[src/rtl/taxi_eth_mac_stat_cnt.sv]
// Multi-port MAC statistics accumulator: live counters per port, a snapshot
// shadow bank with optional clear, and a one-cycle-latency shadow read port.
module taxi_eth_mac_stat_cnt #(
  parameter int PORTS  = 1,
  parameter int CNT_W  = 32,
  parameter int INC_W  = 4,
  parameter int SAT_EN = 1,
  localparam int ADDR_W = $clog2(PORTS) + 4
) (
  input  logic                     clk,
  input  logic                     rst,
  input  logic [PORTS*12-1:0]      stat_evt,
  input  logic [PORTS*INC_W-1:0]   stat_rx_byte,
  input  logic [PORTS*INC_W-1:0]   stat_tx_byte,
  input  logic                     snap,
  input  logic                     snap_clr,
  input  logic                     rd_en,
  input  logic [ADDR_W-1:0]        rd_addr,
  output logic                     rd_valid,
  output logic [CNT_W-1:0]         rd_data,
  output logic                     rd_err,
  output logic [PORTS-1:0]         ovf
);

  localparam int NCNT   = PORTS * 14;
  localparam int FLAT_W = $clog2(NCNT);

  logic [NCNT-1:0][CNT_W-1:0] live_q;
  logic [NCNT-1:0][CNT_W-1:0] shadow_q;
  logic [NCNT-1:0][CNT_W-1:0] cnt_next;
  logic [NCNT-1:0]            cnt_carry;
  logic [PORTS-1:0]           port_carry;

  // Flat counter k = port*14 + idx; idx 0..11 are event bits, 12 rx bytes, 13 tx bytes.
  for (genvar p = 0; p < PORTS; p++) begin : g_port
    for (genvar c = 0; c < 14; c++) begin : g_cnt
      logic [CNT_W:0] inc;
      logic [CNT_W:0] sum;
      if (c < 12) begin : g_evt
        assign inc = {{CNT_W{1'b0}}, stat_evt[p*12+c]};
      end else if (c == 12) begin : g_rx
        assign inc = {{(CNT_W+1-INC_W){1'b0}}, stat_rx_byte[p*INC_W +: INC_W]};
      end else begin : g_tx
        assign inc = {{(CNT_W+1-INC_W){1'b0}}, stat_tx_byte[p*INC_W +: INC_W]};
      end
      assign sum = {1'b0, live_q[p*14+c]} + inc;
      assign cnt_carry[p*14+c] = sum[CNT_W];
      assign cnt_next[p*14+c]  = (sum[CNT_W] && SAT_EN != 0) ? {CNT_W{1'b1}} : sum[CNT_W-1:0];
    end
    assign port_carry[p] = |cnt_carry[p*14 +: 14];
  end

  // Shadow captures the post-update value, so a clearing snapshot loses nothing.
  always_ff @(posedge clk or posedge rst) begin
    if (rst) begin
      live_q   <= '0;
      shadow_q <= '0;
      ovf      <= '0;
    end else begin
      if (snap) begin
        shadow_q <= cnt_next;
      end
      if (snap && snap_clr) begin
        live_q <= '0;
        ovf    <= '0;
      end else begin
        live_q <= cnt_next;
        ovf    <= ovf | port_carry;
      end
    end
  end

  logic [ADDR_W-1:0] rd_port;
  logic [3:0]        rd_idx;
  logic              rd_ok;
  logic [FLAT_W-1:0] rd_flat;
  logic [CNT_W-1:0]  rd_sel;

  assign rd_port = rd_addr >> 4;
  assign rd_idx  = rd_addr[3:0];

  always_comb begin
    rd_ok   = (32'(rd_port) < PORTS) && (rd_idx < 4'd14);
    rd_flat = '0;
    rd_sel  = '0;
    if (rd_ok) begin
      rd_flat = FLAT_W'(32'(rd_port) * 14 + 32'(rd_idx));
      rd_sel  = shadow_q[rd_flat];
    end
  end

  // Read sees shadow_q before any same-cycle snapshot lands.
  always_ff @(posedge clk or posedge rst) begin
    if (rst) begin
      rd_valid <= 1'b0;
      rd_data  <= '0;
      rd_err   <= 1'b0;
    end else begin
      rd_valid <= rd_en;
      if (rd_en) begin
        rd_data <= rd_sel;
        rd_err  <= ~rd_ok;
      end
    end
  end

endmodule

[config.mk]
export PLATFORM = sky130hd
export DESIGN_NAME = taxi_eth_mac_stat_cnt
export DESIGN_NICKNAME = d
export VERILOG_FILES = /design/src/rtl/taxi_eth_mac_stat_cnt.sv
export SDC_FILE = /design/constraint.sdc
export NUM_CORES = 2
export LEC_CHECK = 0
export ABC_AREA = 1
export ABC_CLOCK_PERIOD_IN_PS = 33100
export CAP_MARGIN = 15
export CORE_UTILIZATION = 55
export DETAILED_ROUTE_END_ITERATION = 8
export HOLD_SLACK_MARGIN = 0.03
export PLACE_DENSITY = 0.72
export SYNTH_ARGS = -nofsm -noshare
export SYNTH_HDL_FRONTEND = slang
export SYNTH_SLANG_ARGS = --single-unit
[constraint.sdc]
create_clock -name clk -period 33.1 [get_ports clk]
set_input_delay 6.62 -clock clk [delete_from_list [all_inputs] [get_ports clk]]
set_output_delay 6.62 -clock clk [all_outputs]
set_load 0.02 [all_outputs]
==> flow_summary.json <==
{
  "synth_compound_area_share_pct": 10.1,
  "port_buffers": 63,
  "crit_slowest_cell": "buf_4",
  "cts_root_buf": "clkbuf_16",
  "register_area_um2": 23300,
  "cts-hold-fix-buffers": 0,
  "synthAdderAreaFrac_pct": 0.877,
  "gp_routability_congestion": 1.04,
  "start_kind": "input pin",
  "drt-initial-drc-count": 5367,
  "path_cells": "clkdlybuf4s50_1, nand2_4, buf_4, buf_4, buf_4, o21ai_0, inv_1",
  "place_area_um2": 51300,
  "leakagePower_nw": 26.9,
  "nets": 6705,
  "dr.pass1.iters": 6,
  "cap_violations": 0,
  "grt_first_pass_wirelength_mm": 251,
  "setup_viol": 0,
  "vias_per_cell": 5.74,
  "dieArea_um2": 92500,
  "grt-ovfl-total": 0,
  "h-tree-depth": 3,
  "drive_above_1_share_pct": 6.14,
  "synth.area.mux_share_pct": 0,
  "final_area_um2": 54900,
  "syn_nets": 6786,
  "antenna_left": 0,
  "final.period_utilization_pct": 29.5,
  "synth-xor-area-share_pct": 2.97,
  "grt_max_degree": 187,
  "clk_latency_ns": 0.69,
  "synth_cells": 6723,
  "cp_common_cell": "buf_4",
  "hpwl_mm": 115,
  "post-cts-setup-buffers": 0,
  "ys.warnings.count": 0,
  "crit_arrival_ns": 10.38,
  "fp-row-count": 110,
  "required_ns": 33.71,
  "crit_path_end_kind": "register",
  "hold_viol": 0,
  "cts_buffers": 99,
  "dr_total_vias": 45400,
  "multi_input_area_um2": 22700,
  "wl_per_cell_um": 20.3,
  "synth_top_family_by_area": "simple AND/OR/NAND/NOR gates",
  "fin_crit_ns": 9.76,
  "timing.fmax_ghz": 0.102,
  "syn_avg_cell_area_um2": 7.47,
  "critPathMaxStageDelay_ns": 0.88,
  "async_flop_share_pct": 100,
  "critical_path_peak_fanout": 79,
  "die_h_um": 304,
  "core_region_area_um2": 90100,
  "min-delay-path-class": "reg -> reg",
  "wl_mm": 161,
  "ios": 64,
  "tightest_slew_ns": 1.16,
  "cts.clk_slew.worst_paths_ns": 0.06,
  "peakVddDrop_uv": 46.4,
  "first_global_vias": 43200,
  "synth_edf_count": 0,
  "syn-cell-area_um2": 50200,
  "clockBufferDepth": 3,
  "synth-seq-cells": 931,
  "clock_skew_ns": 0.0192,
  "cts.sinks": 931,
  "synth_flop_cell": "dfrtp_1",
  "drc_errors": 0,
  "synthSimpleGateAreaFrac_pct": 31.2,
  "grt_antenna_before_repair": 3,
  "die-width_um": 304,
  "tns_ns": 0,
  "slew_headroom_pct": 22.6,
  "n_fill_cell": 8254,
  "synth.distinct_cells": 61,
  "layout_commonest_cell": "nand2_1",
  "p_total_w": 0.00275,
  "status": "complete, no violations",
  "cellPowerDensity_nw_per_um2": 50.0,
  "synth-seq-area-share_pct": 46.4,
  "path_class": "in -> reg",
  "finalMaxSlewViolations": 0,
  "tritoncts": "done",
  "cts_resized": 0,
  "floorplan.initialDensity_pct": 55.7,
  "rsz0062_at_grt": "no",
  "grt_usage_pct": 34.7,
  "final_cell_mix": "nand2_1 (1921), dfrtp_1 (931), inv_1 (753)",
  "syn_to_final_growth_pct": 9.33
}
[registers in the layout, summed over array words and instances (netlist names)]
register  flops
live_q      448
ovf           1
rd_data      32
rd_err        1
rd_valid      1
shadow_q    448
[metrics by stage]
stage          util, %  instances  hold WS (ns)  worst slack (ns)
2_1_floorplan        -       6723         0.444             0.300
3_3_place_gp      56.9       7715         0.455             22.73
3_5_place_dp      56.9       7715         0.460             22.71
4_1_cts           60.8       7899         0.476             23.41
5_1_grt           60.9       7901         0.487             23.07
6_report          60.9       7902         0.473             23.34
[layout make-up]
cell class / count / share of cell area [%]
Antenna cell: 1 / 0.00456
Clock buffer: 142 / 5.48
Clock inverter: 42 / 0.967
Inverter: 771 / 5.33
Multi-Input combinational cell: 4736 / 41.3
Sequential cell: 931 / 42.5
Tap cell: 1176 / 2.68
Timing Repair Buffer: 103 / 1.82
[synthesized netlist by cell type, types with 109 or more instances]
master	n	area share (%)
clkbuf_1	124	0.93
nand2_1	1922	14
nor2_1	750	5.6
nor3_1	119	1.2
dfrtp_1	931	46
xor2_1	109	1.9
nand3_1	452	4.5
buf_2	123	1.2
nand4_1	109	1.4
o21ai_0	425	4.2
inv_1	755	5.6
a31oi_1	142	1.8
a21oi_1	210	2.1
[layer usage]
layer	vias to the layer above	global-route usage (%)	wire length, um
li1	21400	-	-
met1	21800	47.5	66600
met2	1823	52.5	70900
met3	384	7.31	14400
met4	2	17.1	8710
met5	-	0	13
[power by group]
part / switching (W) / total (W) / internal, W
Sequential: 0.0000606 / 0.00126 / 0.00120
Clock: 0.000486 / 0.00120 / 0.000718
Combinational: 0.000194 / 0.000281 / 0.0000874
[critical path: cells and delay by family]
kind / cells / cell delay, ns
AO/OA/AOI/OAI: 1 / 0.21
buffers and inverters: 5 / 3.02
AND/OR/NAND/NOR: 1 / 0.32
[path summary, 6_finish.rpt]
path / start / endpoint / slack (ns) / cells after the start
min in group asynchronous: rst / live_q[179] / 6.47 / 2
hold reg to reg: shadow_q[398] / shadow_q[398] / 0.47 / 1
max in group asynchronous: rst / shadow_q[29] / 23.60 / 5
setup / recovery: snap_clr / live_q[143] / 23.34 / 7
setup reg to reg: live_q[32] / ovf / 30.23 / 12
hold / removal: shadow_q[398] / shadow_q[398] / 0.47 / 1
[kinds of logic after synthesis]
logic type	after synthesis
AO/OA/AOI/OAI	922
XOR/XNOR	170
adder cells (fa/ha/maj)	34
buffers and inverters	1056
flip-flops	931
AND/OR/NAND/NOR	3610
Power figures use the tool's default switching activity.
